==> src/rtl/wb_sequencer.sv <==
// Write-back sequencer for the 8-bit core: decodes executed instructions into register-file,
// data-memory and PC-load strobes, splits MUL results into two writes and latches HALT.
module wb_sequencer #(
  parameter int DATA_W     = 8,
  parameter int REG_ADDR_W = 3,
  parameter int MEM_ADDR_W = 4,
  parameter int PC_W       = 6
) (
  input  logic                  clk,
  input  logic                  reset,
  input  logic                  in_valid,
  output logic                  in_ready,
  input  logic [4:0]            opcode,
  input  logic                  am,
  input  logic [REG_ADDR_W-1:0] rd,
  input  logic [MEM_ADDR_W-1:0] mem_addr,
  input  logic [PC_W-1:0]       instr_mem_addr,
  input  logic [2*DATA_W-1:0]   alu_out,
  input  logic                  zero_flag,
  input  logic                  parity_flag,
  output logic                  rf_we,
  output logic [REG_ADDR_W-1:0] rf_waddr,
  output logic [DATA_W-1:0]     rf_wdata,
  output logic                  dm_we,
  output logic [MEM_ADDR_W-1:0] dm_addr,
  output logic [DATA_W-1:0]     dm_wdata,
  output logic                  pc_load,
  output logic [PC_W-1:0]       pc_value,
  output logic                  HALTED
);

  localparam logic [4:0] OP_MUL   = 5'b00011;
  localparam logic [4:0] OP_STORE = 5'b01100;
  localparam logic [4:0] OP_JUMP  = 5'b01101;
  localparam logic [4:0] OP_BEQZ  = 5'b01110;
  localparam logic [4:0] OP_BPAR  = 5'b11000;
  localparam logic [4:0] OP_HALT  = 5'b11111;

  typedef enum logic [1:0] {S_IDLE, S_WR_HI, S_HALT} state_t;

  state_t state_q, state_d;

  logic                  rf_we_q, rf_we_d;
  logic [REG_ADDR_W-1:0] rf_waddr_q, rf_waddr_d;
  logic [DATA_W-1:0]     rf_wdata_q, rf_wdata_d;
  logic                  dm_we_q, dm_we_d;
  logic [MEM_ADDR_W-1:0] dm_addr_q, dm_addr_d;
  logic [DATA_W-1:0]     dm_wdata_q, dm_wdata_d;
  logic                  pc_load_q, pc_load_d;
  logic [PC_W-1:0]       pc_value_q, pc_value_d;
  logic                  halted_q, halted_d;
  logic [DATA_W-1:0]     hi_byte_q, hi_byte_d;
  logic [REG_ADDR_W-1:0] hi_addr_q, hi_addr_d;

  logic accept;
  logic is_alu;

  assign in_ready = (state_q == S_IDLE) && !reset;
  assign accept   = in_valid && in_ready;
  assign is_alu   = (opcode >= 5'd1) && (opcode <= 5'd11) && (opcode != OP_MUL);

  always_ff @(posedge clk) begin
    if (reset) state_q <= S_IDLE;
    else       state_q <= state_d;
  end

  always_comb begin
    state_d = state_q;
    case (state_q)
      S_IDLE: begin
        if (accept && opcode == OP_MUL)       state_d = S_WR_HI;
        else if (accept && opcode == OP_HALT) state_d = S_HALT;
      end
      S_WR_HI: state_d = S_IDLE;
      S_HALT:  state_d = S_HALT;
      default: state_d = S_IDLE;
    endcase
  end

  // Data fields hold their previous values unless the matching strobe fires.
  always_comb begin
    rf_we_d    = 1'b0;
    dm_we_d    = 1'b0;
    pc_load_d  = 1'b0;
    rf_waddr_d = rf_waddr_q;
    rf_wdata_d = rf_wdata_q;
    dm_addr_d  = dm_addr_q;
    dm_wdata_d = dm_wdata_q;
    pc_value_d = pc_value_q;
    hi_byte_d  = hi_byte_q;
    hi_addr_d  = hi_addr_q;
    halted_d   = (state_d == S_HALT);
    if (state_q == S_WR_HI) begin
      rf_we_d    = 1'b1;
      rf_waddr_d = hi_addr_q;
      rf_wdata_d = hi_byte_q;
    end else if (accept) begin
      if ((is_alu && !am) || opcode == OP_MUL) begin
        rf_we_d    = 1'b1;
        rf_waddr_d = rd;
        rf_wdata_d = alu_out[DATA_W-1:0];
      end
      if ((is_alu && am) || opcode == OP_STORE) begin
        dm_we_d    = 1'b1;
        dm_addr_d  = mem_addr;
        dm_wdata_d = alu_out[DATA_W-1:0];
      end
      if (opcode == OP_MUL) begin
        hi_byte_d = alu_out[2*DATA_W-1:DATA_W];
        hi_addr_d = rd + REG_ADDR_W'(1);
      end
      if (opcode == OP_JUMP || (opcode == OP_BEQZ && zero_flag) ||
          (opcode == OP_BPAR && parity_flag)) begin
        pc_load_d  = 1'b1;
        pc_value_d = instr_mem_addr;
      end
    end
  end

  always_ff @(posedge clk) begin
    if (reset) begin
      rf_we_q    <= 1'b0;
      rf_waddr_q <= '0;
      rf_wdata_q <= '0;
      dm_we_q    <= 1'b0;
      dm_addr_q  <= '0;
      dm_wdata_q <= '0;
      pc_load_q  <= 1'b0;
      pc_value_q <= '0;
      halted_q   <= 1'b0;
      hi_byte_q  <= '0;
      hi_addr_q  <= '0;
    end else begin
      rf_we_q    <= rf_we_d;
      rf_waddr_q <= rf_waddr_d;
      rf_wdata_q <= rf_wdata_d;
      dm_we_q    <= dm_we_d;
      dm_addr_q  <= dm_addr_d;
      dm_wdata_q <= dm_wdata_d;
      pc_load_q  <= pc_load_d;
      pc_value_q <= pc_value_d;
      halted_q   <= halted_d;
      hi_byte_q  <= hi_byte_d;
      hi_addr_q  <= hi_addr_d;
    end
  end

  assign rf_we    = rf_we_q;
  assign rf_waddr = rf_waddr_q;
  assign rf_wdata = rf_wdata_q;
  assign dm_we    = dm_we_q;
  assign dm_addr  = dm_addr_q;
  assign dm_wdata = dm_wdata_q;
  assign pc_load  = pc_load_q;
  assign pc_value = pc_value_q;
  assign HALTED   = halted_q;

endmodule

==> config.mk <==
export PLATFORM = sky130hd
export DESIGN_NAME = wb_sequencer
export DESIGN_NICKNAME = d
export VERILOG_FILES = /design/src/rtl/wb_sequencer.sv
export SDC_FILE = /design/constraint.sdc
export NUM_CORES = 1
export LEC_CHECK = 0
export CORE_UTILIZATION = 49
export CTS_BUF_LIST = sky130_fd_sc_hd__clkbuf_4 sky130_fd_sc_hd__clkbuf_8 sky130_fd_sc_hd__clkbuf_16
export DETAILED_ROUTE_END_ITERATION = 7
export PLACE_DENSITY = 0.84
export SYNTH_ARGS = -nofsm -noshare
export SYNTH_HDL_FRONTEND = slang
export SYNTH_SLANG_ARGS = --single-unit
==> constraint.sdc <==
create_clock -name clk -period 3.9 [get_ports clk]
set_clock_uncertainty 0.2 [all_clocks]
set_input_delay 1.17 -clock clk [delete_from_list [all_inputs] [get_ports clk]]
set_output_delay 1.17 -clock clk [all_outputs]
set_load 0.005 [all_outputs]
After elaboration in Yosys (flattened, before gate mapping)
Cells that the tools add are included.
- add/subtract/negate cells: 1
- order comparisons: 2
- equal/unequal tests: 10
- multiplexer cells: 14
- bitwise operators: 2
- reductions and logical operators: 24
- operators with widths (cell ; number):
    two-way mux 8 bit ; 3
    == test 5 x 4 -> 1 bit, second input constant ; 3
    == test 5 bit, second input constant ; 2
    logical AND 1 bit ; 10
    two-way mux 3 bit ; 3
    AND reduction 3 bit ; 3
    == test 5 x 2 -> 1 bit, second input constant ; 1
    >= comparator 5 x 1 -> 1 bit, second input constant ; 1
    less-or-equal comparator 5 x 4 -> 1 bit, second input constant ; 1
    two-way mux 1 bit ; 5
    inequality test 5 x 2 -> 1 bit, second input constant ; 1
    == test 2 bit, second input constant ; 2
    logical OR 1 bit ; 4
    two-way mux 2 bit ; 2
    one-hot mux 2 bit (2 select lines) ; 1
    nonzero test 2 bit ; 2
    adder 3 x 1 -> 3 bit, second input constant ; 1
    OR reduction 3 bit ; 1
    == test 2 x 1 -> 1 bit, second input constant ; 1
    zero test 1 bit ; 2
    zero test 2 bit ; 1
    inverter 1 bit ; 2
    AND reduction 2 bit ; 1
- bits in registers: 46
- input port bits: 40
- output and inout bits: 34
- word-level logic and storage cells: 65

Depth between registers and ports, before layout
- depth in word-level cells: 8
- mapped depth: 6
- gate-level depth less buffers: 5

Worst setup path after synthesis
OpenSTA, ideal clock, no wires.
- path type: in2out
- start point: input reset
- end point: output in_ready
- arrival time: 1.687 ns
- required time: 2.530 ns
- path slack: 0.843 ns
- cell stages on the path: 2
- path buffers: 0
- path through: or3_4 > clkinv_1
- word-level cells in the longest chain between the ends: 2
- ends and longest elaborated chain (item ; line ; text):
    from (decl) ; 10 ; input logic reset,
    zero test 1 bit ; 58 ; assign in_ready = (state_q == S_IDLE) && !reset;
    logical AND 1 bit ; 58 ;
    to (decl) ; 12 ; output logic in_ready,
Every way passes these cells.

Final worst setup path
Same ends and word-level chain as after synthesis.

==> flow_summary.toml <==
[routing]
drt_iter0_drc = 170
detail-route-antenna-nets = 0
drtPass1Iterations = 6
wire_per_inst_um = 15.5
drc = 0
totalWireLength_um = 5860
num_vias = 2165
vias_per_cell = 5.73

[finish]
drive_gt1_share_pct = 12.0
syn2layout_area_growth_pct = 39.5
fin_util_pct = 71.6
fin_cells = 378
final_common_cell = "clkdlybuf4s50_1"
layout_common_cells = "clkdlybuf4s50_1 (72), dfxtp_1 (46), nand3_1 (30)"
nets = 367
diodes = 0

[pwr]
sw_frac_of_total_pct = 25.1
peakVddDrop_uv = 202
p_int_mw = 0.707
p_per_area_nw_per_um2 = 299
clkPwrFrac_pct = 30.7
total_power_mw = 0.944
seqPwrFrac_pct = 52.0
comb_power_share_pct = 17.3
switchingPower_mw = 0.237
leakagePower_nw = 1.11

[global_route]
grt_max_degree = 32
grt_first_pass_wirelength_um = 9550
grt_usage_pct = 24.1
antenna_found_initial = 0
grt_pass1_vias = 2001
grt.overflow.total = 0

[critical_path]
setup.worst_path.class = "in2out"
crit_family = "buffers and inverters"
crit_path_max_fanout = 2
required_ps = 2530
crit_chain = "clkdlybuf4s50_1 -> or3_4 -> clkinv_1 -> dlygate4sd2_1"
reg2regPathDepth = 5
setup.worst_path.end = "in_ready"
cp_slowest_cell = "clkdlybuf4s50_1"
r2r-end = "rf_wdata[2]"
cp-start-kind = "primary input"
crit_cells = 4
worstReg2RegStart = "state_q[0]"
worstPathArrival_ps = 2290
crit_buf_inv = 3
reg2reg_slack_ps = 1640
cp-end-kind = "output port"
slowest_delay_ps = 430
cp-startpoint = "reset"

[clock_tree]
clk_latency_ps = 300
root_buffer = "clkbuf_8"
cts_setup_buffers = 0
cts_tree = "done"
htree_levels = 2
clkSinkCount = 46
clk_path_buf_depth = 2
numCtsBuffers = 5
clk_pin_slew_ps = 90

[synthesis]
synth_compound_area_share_pct = 16.1
synth_cell_types = 40
yosys_warnings = 0
synth_top_family_by_area = "simple AND/OR/NAND/NOR gates"
syn_inst = 252
synth_edf_count = 0
synth.avg_cell_area_um2 = 9.00
ys_seq_area_share_pct = 40.6
ys.flop_type = "dfxtp_1"
synth-seq-cells = 46
synthArstFlopShare_pct = 0
syn_area_um2 = 2270
synth-xor-area-share_pct = 0.386
yosys.area_share.simple_pct = 23.5
syn-num-nets = 293
synthMuxAreaShare_pct = 14.7
synthAdderAreaFrac_pct = 0.552

[die]
coreArea_um2 = 4410
ios = 74
dieArea_um2 = 4900
die_x_um = 70.0
die_y_um = 70.0
start_util_pct = 51.4
rows = 24

[timing]
hold_violations = 0
period_minus_slack_ps = 3660
holdWs_ps = 255
worst_pin_slew_ps = 1170
slew_viol_final = 0
relSlewSlack_pct = 21.9
setup_slack_ps = 240
period_share_pct = 93.9
rsz0062_at_grt = "no"
max_freq_mhz = 273
setup_viol = 0

[placement]
place_ws_ps = -31.4
port_buffers = 73
dp_hpwl_um = 4170
placed_cells = 371
place_congestion = 0.905

[run]
drv_cap = 0

[run_status]
status = "finished clean"

[min_path]
hold_path_class = "reg2reg"
[logic make-up after synthesis]
| family | Yosys count |
|---|---|
| AND/OR/NAND/NOR | 101 |
| AO/OA/AOI/OAI | 49 |
| flip-flops | 46 |
| multiplexers | 32 |
| buffers and inverters | 22 |
| XOR/XNOR | 1 |
| adder cells (fa/ha/maj) | 1 |
[registers in the layout, indices dropped and copies added, names as in the netlist]
| signal | count |
|---|---|
| HALTED | 1 |
| dm_addr | 4 |
| dm_wdata | 8 |
| dm_we | 1 |
| hi_addr_q | 3 |
| hi_byte_q | 8 |
| pc_load | 1 |
| pc_value | 6 |
| rf_waddr | 3 |
| rf_wdata | 8 |
| rf_we | 1 |
| state_q | 2 |
[final cells by class]
| type | count | area, um^2 |
|---|---|---|
| sequential | 46 | 921 |
| fill | 338 | 1250 |
| timing repair buffer | 86 | 827 |
| inverter | 3 | 11.3 |
| clock inverter | 1 | 7.51 |
| tap | 52 | 65.1 |
| clock buffer | 6 | 76.3 |
| multi-input combinational | 184 | 1250 |
[power groups by stage]
stage	registers, mW	logic (mW)	clock network (mW)
2_1_floorplan	0.502	0.0685	0
3_3_place_gp	0.502	0.159	0
3_5_place_dp	0.503	0.162	0
4_1_cts	0.491	0.163	0.296
5_1_grt	0.493	0.175	0.316
6_report	0.491	0.163	0.290
[synth_stat cells, drive strengths merged (2+ instances only)]
master   instances  share of area (%)
dfxtp           46                 41
nand3           30                6.6
nand2           28                4.6
mux2i           21                9.3
clkbuf          15                2.5
nor2            14                2.3
o211ai          12                4.0
a32oi           11                4.2
mux2            11                5.5
nor3b           11                3.6
a21oi            9                2.2
o21ai            7                1.5
nor2b            5                1.4
buf              4                1.2
a211oi           2                1.1
and3             2               0.55
clkinv           2               0.33
nor3             2               0.44
o2111ai          2               0.77
o21a             2               0.66
[how the worst min path moves through the flow]
stage	start	to	slack, ps	cells past startpoint
floorplan	state_q[0]	HALTED	240	1
global placement	dm_wdata[5]	dm_wdata[5]	240	2
detailed placement	dm_wdata[0]	dm_wdata[0]	250	2
CTS	dm_wdata[0]	dm_wdata[0]	260	2
global route	dm_addr[2]	dm_addr[2]	270	2
finish	dm_wdata[0]	dm_wdata[0]	260	2
[through the flow]
stage / TNS [ps] / area (um^2)
floorplan: 0 / 2270
global placement: 0 / 3080
detailed placement: -31.4 / 3080
CTS: 0 / 3160
global route: 0 / 3160
finish: 0 / 3160
[metal layers]
layer  wire length (um)  share of wire, %  vias to the layer above  global-route usage, %
met5                  0                 0                        -                      0
met4                 96               1.6                        0                   8.44
met3                310               5.3                        9                   4.47
met2               2870                49                       65                   40.1
met1               2580                44                     1013                   31.3
li1                   -                 -                     1078                      -
[worst min-delay path: cells and delay by family (launching register included)]
| kind | cells | cell delay (ps) |
|---|---|---|
| muxes | 1 | 50 |
| DFF | 1 | 310 |
| and+or+nand+nor | 1 | 50 |
[repair_timing]
action | in CTS | in global routing
endpoints found under the setup margin | 1 | 0
resized for setup | 1 | 0
hold buffers | 0 | 0
No activity file was read; power rests on OpenSTA's default activity.
